==> src/rtl/user_input_ctrl_if.sv <==
// Request/acknowledge bus between the user input controller and the LRU
// storage block.
//
// Signals:
//   req_o    request valid, level, held until acknowledged
//   we_o     1 = write, 0 = read; valid while req_o is high
//   wdata_o  write data, stable while req_o is high
//   busy_o   request outstanding (mirrors req_o)
//   ack_i    LRU accepted the current request (single-cycle pulse or level)
//
// Modports: master = controller side, slave = LRU storage side.
interface user_input_ctrl_if;
    logic        req_o;
    logic        we_o;
    logic [15:0] wdata_o;
    logic        busy_o;
    logic        ack_i;

    modport master (
        output req_o,
        output we_o,
        output wdata_o,
        output busy_o,
        input  ack_i
    );

    modport slave (
        input  req_o,
        input  we_o,
        input  wdata_o,
        input  busy_o,
        output ack_i
    );
endinterface

==> src/rtl/user_input_ctrl.sv <==
// User input controller: conditions the raw board buttons (2-FF sync,
// debounce, rising-edge press pulse), runs the top-level one-hot mode FSM,
// owns the counter run/stop flag and issues read/write requests to the LRU
// storage block with the switch value as write data.
//
// Ports:
//   clk_i      system clock
//   rst_i      synchronous active-high reset
//   btn_i[2:0] raw buttons, async, active-high: [0] mode, [1] action, [2] home
//   sw_i[15:0] board switches, async, used as write data
//   state_o    one-hot mode: 100 CNT_EN, 010 LRU_WR, 001 LRU_RD
//   cnt_run_o  counter enable flag
//   lru        request/ack bus to the LRU block (master side)
//
// Request FSM states:
//   state  | meaning
//   S_IDLE | no request outstanding; button presses are acted on
//   S_WAIT | req_o high, waiting for ack_i; presses are dropped
module user_input_ctrl #(
    parameter int DEBOUNCE_CYCLES = 100000
) (
    input  logic                      clk_i,
    input  logic                      rst_i,
    input  logic [2:0]                btn_i,
    input  logic [15:0]               sw_i,
    output logic [2:0]                state_o,
    output logic                      cnt_run_o,
    user_input_ctrl_if.master         lru
);

    localparam int CW = (DEBOUNCE_CYCLES > 2) ? $clog2(DEBOUNCE_CYCLES) : 1;
    localparam logic [CW-1:0] CNT_LAST = CW'(DEBOUNCE_CYCLES - 1);

    localparam logic [2:0] M_CNT = 3'b100;
    localparam logic [2:0] M_WR  = 3'b010;
    localparam logic [2:0] M_RD  = 3'b001;

    typedef enum logic {S_IDLE, S_WAIT} fsm_t;

    // Button conditioning
    logic [2:0]         btn_s1;
    logic [2:0]         btn_s2;
    logic [2:0]         db;
    logic [2:0]         db_d;
    logic [2:0]         press;
    logic [2:0][CW-1:0] cnt;

    // Switch synchroniser
    logic [15:0] sw_s1;
    logic [15:0] sw_s2;

    // Control state
    fsm_t        fsm, fsm_n;
    logic [2:0]  mode, mode_n;
    logic        run, run_n;
    logic        we_r, we_n;
    logic [15:0] wdata_r, wdata_n;

    always_ff @(posedge clk_i) begin
        if (rst_i) begin
            btn_s1 <= '0;
            btn_s2 <= '0;
            db     <= '0;
            db_d   <= '0;
            press  <= '0;
            cnt    <= '0;
            sw_s1  <= '0;
            sw_s2  <= '0;
        end else begin
            btn_s1 <= btn_i;
            btn_s2 <= btn_s1;
            sw_s1  <= sw_i;
            sw_s2  <= sw_s1;
            db_d   <= db;
            // Registered rising edge of the debounced level: one cycle wide.
            press  <= db & ~db_d;
            for (int i = 0; i < 3; i++) begin
                if (btn_s2[i] == db[i]) begin
                    cnt[i] <= '0;
                end else if (cnt[i] == CNT_LAST) begin
                    // DEBOUNCE_CYCLES consecutive differing samples seen.
                    db[i]  <= btn_s2[i];
                    cnt[i] <= '0;
                end else begin
                    cnt[i] <= cnt[i] + 1'b1;
                end
            end
        end
    end

    always_ff @(posedge clk_i) begin
        if (rst_i) begin
            fsm     <= S_IDLE;
            mode    <= M_CNT;
            run     <= 1'b0;
            we_r    <= 1'b0;
            wdata_r <= '0;
        end else begin
            fsm     <= fsm_n;
            mode    <= mode_n;
            run     <= run_n;
            we_r    <= we_n;
            wdata_r <= wdata_n;
        end
    end

    always_comb begin
        fsm_n   = fsm;
        mode_n  = mode;
        run_n   = run;
        we_n    = we_r;
        wdata_n = wdata_r;
        case (fsm)
            S_IDLE: begin
                // Priority home > action > mode for coincident presses.
                if (press[2]) begin
                    mode_n = M_CNT;
                end else if (press[1]) begin
                    case (mode)
                        M_CNT: run_n = ~run;
                        M_WR: begin
                            fsm_n   = S_WAIT;
                            we_n    = 1'b1;
                            wdata_n = sw_s2;
                        end
                        M_RD: begin
                            fsm_n   = S_WAIT;
                            we_n    = 1'b0;
                            wdata_n = sw_s2;
                        end
                        default: mode_n = M_CNT;
                    endcase
                end else if (press[0]) begin
                    case (mode)
                        M_CNT:   mode_n = M_WR;
                        M_WR:    mode_n = M_RD;
                        default: mode_n = M_CNT;
                    endcase
                end
            end
            S_WAIT: begin
                if (lru.ack_i) begin
                    fsm_n = S_IDLE;
                end
            end
            default: fsm_n = S_IDLE;
        endcase
    end

    assign state_o     = mode;
    assign cnt_run_o   = run;
    assign lru.req_o   = (fsm == S_WAIT);
    assign lru.busy_o  = (fsm == S_WAIT);
    assign lru.we_o    = we_r;
    assign lru.wdata_o = wdata_r;

endmodule

==> src/flat_wrapper.sv <==
// flat-port wrapper written by rule: the top's interface ports become plain ports
module user_input_ctrl_flat 
#(
    parameter int DEBOUNCE_CYCLES = 100000
)
  (clk_i, rst_i, btn_i, sw_i, state_o, cnt_run_o, lru_req_o, lru_we_o, lru_wdata_o, lru_busy_o, lru_ack_i);
  user_input_ctrl_if lru_i ();
  input  logic clk_i;
  input  logic rst_i;
  input  logic [2:0] btn_i;
  input  logic [15:0] sw_i;
  output logic [2:0] state_o;
  output logic cnt_run_o;
  output wire logic [$bits(lru_i.req_o)-1:0] lru_req_o;
  output wire logic [$bits(lru_i.we_o)-1:0] lru_we_o;
  output wire logic [$bits(lru_i.wdata_o)-1:0] lru_wdata_o;
  output wire logic [$bits(lru_i.busy_o)-1:0] lru_busy_o;
  input wire logic [$bits(lru_i.ack_i)-1:0] lru_ack_i;
  assign lru_req_o = lru_i.req_o;
  assign lru_we_o = lru_i.we_o;
  assign lru_wdata_o = lru_i.wdata_o;
  assign lru_busy_o = lru_i.busy_o;
  assign lru_i.ack_i = lru_ack_i;
  user_input_ctrl #(.DEBOUNCE_CYCLES(DEBOUNCE_CYCLES)) u_core (.clk_i(clk_i), .rst_i(rst_i), .btn_i(btn_i), .sw_i(sw_i), .state_o(state_o), .cnt_run_o(cnt_run_o), .lru(lru_i));
endmodule
==> config.mk <==
export PLATFORM = sky130hd
export DESIGN_NAME = user_input_ctrl_flat
export DESIGN_NICKNAME = d
export VERILOG_FILES = /design/src/rtl/user_input_ctrl_if.sv /design/src/rtl/user_input_ctrl.sv /design/src/flat_wrapper.sv
export SDC_FILE = /design/constraint.sdc
export NUM_CORES = 1
export LEC_CHECK = 0
export BUFFER_PORTS_ARGS = -buffer_cell sky130_fd_sc_hd__buf_2
export CORE_MARGIN = 3
export CORE_UTILIZATION = 40
export DETAILED_ROUTE_END_ITERATION = 8
export GPL_ROUTABILITY_DRIVEN = 0
export GPL_TIMING_DRIVEN = 0
export PLACE_DENSITY = 0.57
export SLEW_MARGIN = 20
export SYNTH_ARGS = -nofsm -noshare
export SYNTH_HDL_FRONTEND = slang
export SYNTH_SLANG_ARGS = --single-unit
==> constraint.sdc <==
create_clock -name clk_i -period 3.3 [get_ports clk_i]
set_clock_uncertainty 0.2 [all_clocks]
set_input_delay 0.825 -clock clk_i [delete_from_list [all_inputs] [get_ports clk_i]]
set_output_delay 0.825 -clock clk_i [all_outputs]
set_load 0.005 [all_outputs]
# Yosys cells after proc, flatten, opt, wreduce, memory -nomap -nowiden

Index checks and enable logic that the tools add are counted.

Logic and storage cells: 63
Bits in registers: 120

Reductions and logical operators: 14
$add $sub $neg: 3
Multiplexer cells: 11
Eq/ne operators: 10
Bitwise operators: 8

Operators with widths:

| operator                | count |
|---|---|
| $add A17 B1 Y17 const B | 3 |
| $eq A17 B17 Y1 const B  | 3 |
| $mux W3                 | 4 |
| $reduce_and A4 Y1       | 3 |
| $reduce_or A3 Y1        | 4 |
| $not A1 Y1              | 6 |
| $pmux W3 S2             | 1 |
| $reduce_and A2 Y1       | 3 |
| $mux W1                 | 4 |
| $pmux W1 S2             | 2 |
| $and A3 B3 Y3           | 1 |
| $eq A1 B1 Y1            | 3 |
| $eq A3 B1 Y1 const B    | 1 |
| $eq A3 B2 Y1 const B    | 1 |
| $eq A3 B3 Y1 const B    | 1 |
| $ne A3 B2 Y1 const B    | 1 |
| $not A3 Y3              | 1 |
| $reduce_and A3 Y1       | 1 |
| $reduce_bool A3 Y1      | 1 |
| $reduce_bool A2 Y1      | 1 |
| $reduce_or A2 Y1        | 1 |

# Depth between registers and ports, before layout

Depth in word-level cells: 6
Depth in mapped cells: 6
Depth with buffers taken out: 5

# Least setup slack after synthesis

Ideal clock, no wire load.

Kind: register to register
Start: register u_core.cnt[17] (netlist bit)
End: register u_core.cnt[26] (netlist bit)
Arrival time: 1.746 ns
Setup slack: 1.237 ns
Library setup time: 0.117 ns
Buffers on the path: 1
Stages on the path, launching flop included: 7
Cells stage by stage: dfxtp_1 ha_1 nand3_1 or4_1 o21bai_2 buf_2 nor2_1

Cells in the longest elaborated chain, start to end: 2
Elaborated cells on any way between the ends: 3

RTL lines:

| what                                                                    | line                  | RTL |
|---|---|---|
| from (decl)                                                             | user_input_ctrl.sv:46 | `logic [2:0][CW-1:0] cnt;` |
| from (signal, indexed assignment)                                       | user_input_ctrl.sv:85 | `cnt[i] <= cnt[i] + 1'b1;` |
| parallel branches: the longest is 2 deep, another holds $add A17 B1 Y17 | --                    |  |

Parallel ways; which one is timed is not known.
A chain may end at the register's enable or synchronous reset.

# Worst setup path in the final report

Start: register u_core.cnt[17] (netlist bit)
End: register u_core.cnt[29] (netlist bit)

Same word-level chain as after synthesis.

==> flow_summary_export.csv <==
group,metric,value,unit
final_layout,drive_gt1_share,15.6,%
yosys,syn-cell-area,4470,µm²
clocking,cts_buffers,17,
timing,setup_viol,0,
final_layout,nFillCells,989,
global_routing,grt_pass1_wl,14.1,mm
drt,vias,3170,
floorplan,initial_utilization,42.2,%
drt,viasPerCell,4.74,
yosys,ys_seq_elements,120,
yosys,synth_top_area_share,53.7,%
final_layout,antenna_cells,0,
setup_path,slowest_stage,"or4_1",
setup_path,critPathCaptureType,"flip-flop",
final_layout,area_delta_synth_final,21.7,%
timing,tightest_slew,492,ps
clocking,cts_sinks,120,
global_routing,antenna_found_initial,0,
setup_path,cp_max_fo,10,
yosys,synth_edf_count,0,
worst_hold_path,hp-class,"reg -> reg",
status,outcome,"completed",
floorplan,die_y,112,µm
drt,wire_per_inst,12.1,µm
yosys,synth_area_leaders,"dfxtp_1 (54%), nor2b_1 (6.6%), nor2_1 (6.4%), xnor2_1 (5.9%), mux2i_1 (4.0%)",
timing,finalHoldViolCount,0,
clocking,clockBufferDepth,2,
setup_path,critPathArrivalTime,2570,ps
power_and_ir_drop,peakVddDrop,0.400,mV
timing,period_needed,2370,ps
yosys,synth_nets,482,
yosys,synthCells,457,
floorplan,coreArea,10600,µm²
placement,portBuffers,44,
setup_path,path_cells,"ha_1, nand3_1, or4_1, o21bai_2, buf_2, nor2_1",
floorplan,die_area,12500,µm²
placement,hpwl,5.70,mm
yosys,ys_seq_area_share,53.7,%
timing,tns,0,ps
timing,fin_ws,930,ps
placement,place_ws,873,ps
timing,slew_violations,0,
power_and_ir_drop,power,3.32,mW
clocking,cts_tree,"built",
yosys,ys_warn_count,0,
clocking,cts-resized-gates,0,
global_routing,grt-ovfl-total,0,
flow_run,maxCapViolCount,0,
timing,maxSlewHeadroom,67.2,%
timing,rsz0062_at_grt,"no",
global_routing,grt_use_total,14.0,%
drt,drtIter0Drc,131,
drt,ant_nets,0,
drt,drc_errors,0,
yosys,postSynthAreaPerCell,9.79,µm²
drt,wl,8.09,mm
floorplan,die_x,112,µm
floorplan,ios,45,
clocking,cts-root-buf,"clkbuf_8",
clocking,clkLatencyLatePin,510,ps
setup_path,cp.required,3500,ps
power_and_ir_drop,p_leak,2.11,nW
clocking,h-tree-depth,4,
drt,drtPass1Iterations,4,
yosys,synth_async_sr_flop_share,0,%
clocking,clkTransAtPathRegs,60,ps
final_layout,nets,545,
final_layout,final_cell_mix,"dfxtp_1 (120), nor2_1 (76), nor2b_1 (47)",
global_routing,grt_pass1_vias,2996,
timing,max_freq,0.422,GHz
clocking,cts_setup_buffers,0,
final_layout,mostFrequentLayoutCell,"dfxtp_1",
setup_path,slowest_delay,620,ps
global_routing,grt_max_degree,17,
floorplan,rows,37,
yosys,synth.distinct_cells,36,
power_and_ir_drop,pwr_density_cell,609,nW/µm²
timing,fin_crit_sh,71.8,%
yosys,yosysTopAreaCell,"dfxtp_1",
setup_path,start_kind,"flip-flop",
setup_path,path_class,"reg -> reg",
yosys,ys.flop_type,"dfxtp_1",
clocking,cts_hold_buffers,0,
-- sequential cells by signal, summed over array words and instances (netlist names), 16 cells and up --
| register | flops |
|---|---|
| u_core.lru.wdata_o | 16 |
| u_core.sw_s1 | 16 |
| u_core.cnt | 51 |
| u_core.sw_s2 | 16 |
-- synth_stat cells (all sizes together), types with 3 or more instances --
master	count
dfxtp	120
nor2	76
nor2b	47
xnor2	30
mux2i	18
nand3	18
xor2	18
nand2	17
nand4	17
clkbuf	11
nor3	10
nor4	9
nand2b	8
a21oi	7
inv	7
and4	6
nor4b	5
buf	4
ha	3
o21ai	3
o41ai	3
or3b	3
or4	3
-- routing by layer --
metal	vias up	share of wire, %	track usage (%)
met5	-	0	0
met4	0	1.0	6.33
met3	6	4.3	5.00
met2	48	45	21.3
met1	1431	50	17.9
li1	1685	-	-
-- worst max-delay path: cells and delay by family (launching register included) --
kind / cells / cell delay, ps
simple gates: 3 / 950
flops: 1 / 370
buf+inv: 1 / 270
compound gates: 1 / 260
fa+ha+maj: 1 / 200
-- worst paths after layout --
kind                                     start              end  slack, ps  depth (start not counted)
worst min-delay path            u_core.db_d[0]  u_core.press[0]        180                          1
worst min register to register  u_core.db_d[0]  u_core.press[0]        180                          1
worst max register to register  u_core.cnt[17]   u_core.cnt[29]        930                          6
worst max-delay path            u_core.cnt[17]   u_core.cnt[29]        930                          6
-- through the flow --
| step | hold WS [ps] | util [%] | area (µm²) | instances |
|---|---|---|---|---|
| after detailed placement | 175 | 45.9 | 4860 | 637 |
| after global placement | 172 | 45.9 | 4860 | 637 |
| after global routing | 199 | 51.4 | 5440 | 669 |
| final | 183 | 51.4 | 5440 | 669 |
| after CTS | 184 | 51.4 | 5440 | 669 |
| after floorplan | 167 | - | 4470 | 457 |
-- power breakdown --
part / total [mW] / leakage (nW) / switching (mW) / internal, mW
clock network: 1.78 / 0.285 / 0.691 / 1.09
logic: 0.0569 / 0.850 / 0.0298 / 0.0271
registers: 1.48 / 0.975 / 0.00623 / 1.47
total: 3.32 / 2.11 / 0.727 / 2.59
-- logic make-up after synthesis --
logic type	share of synthesized area, %
DFF	53.7
adders and majority gates	0.839
buffers and inverters	1.99
xor gates and xnor gates	9.40
muxes	4.03
AOI/OAI and AO/OA	3.24
and+or+nand+nor	26.8
-- final cells by class --
cell class                      count  area [µm²]  share of cell area [%]
Clock inverter                     15         165                    3.03
Buffer                             15        62.6                    1.15
Timing Repair Buffer               44         220                    4.05
Clock buffer                       17         414                    7.61
Inverter                            7        26.3                   0.483
Tap cell                          136         170                    3.13
Sequential cell                   120        2400                    44.1
Multi-Input combinational cell    315        1980                    36.4
No activity file was read; power rests on OpenSTA's default activity.
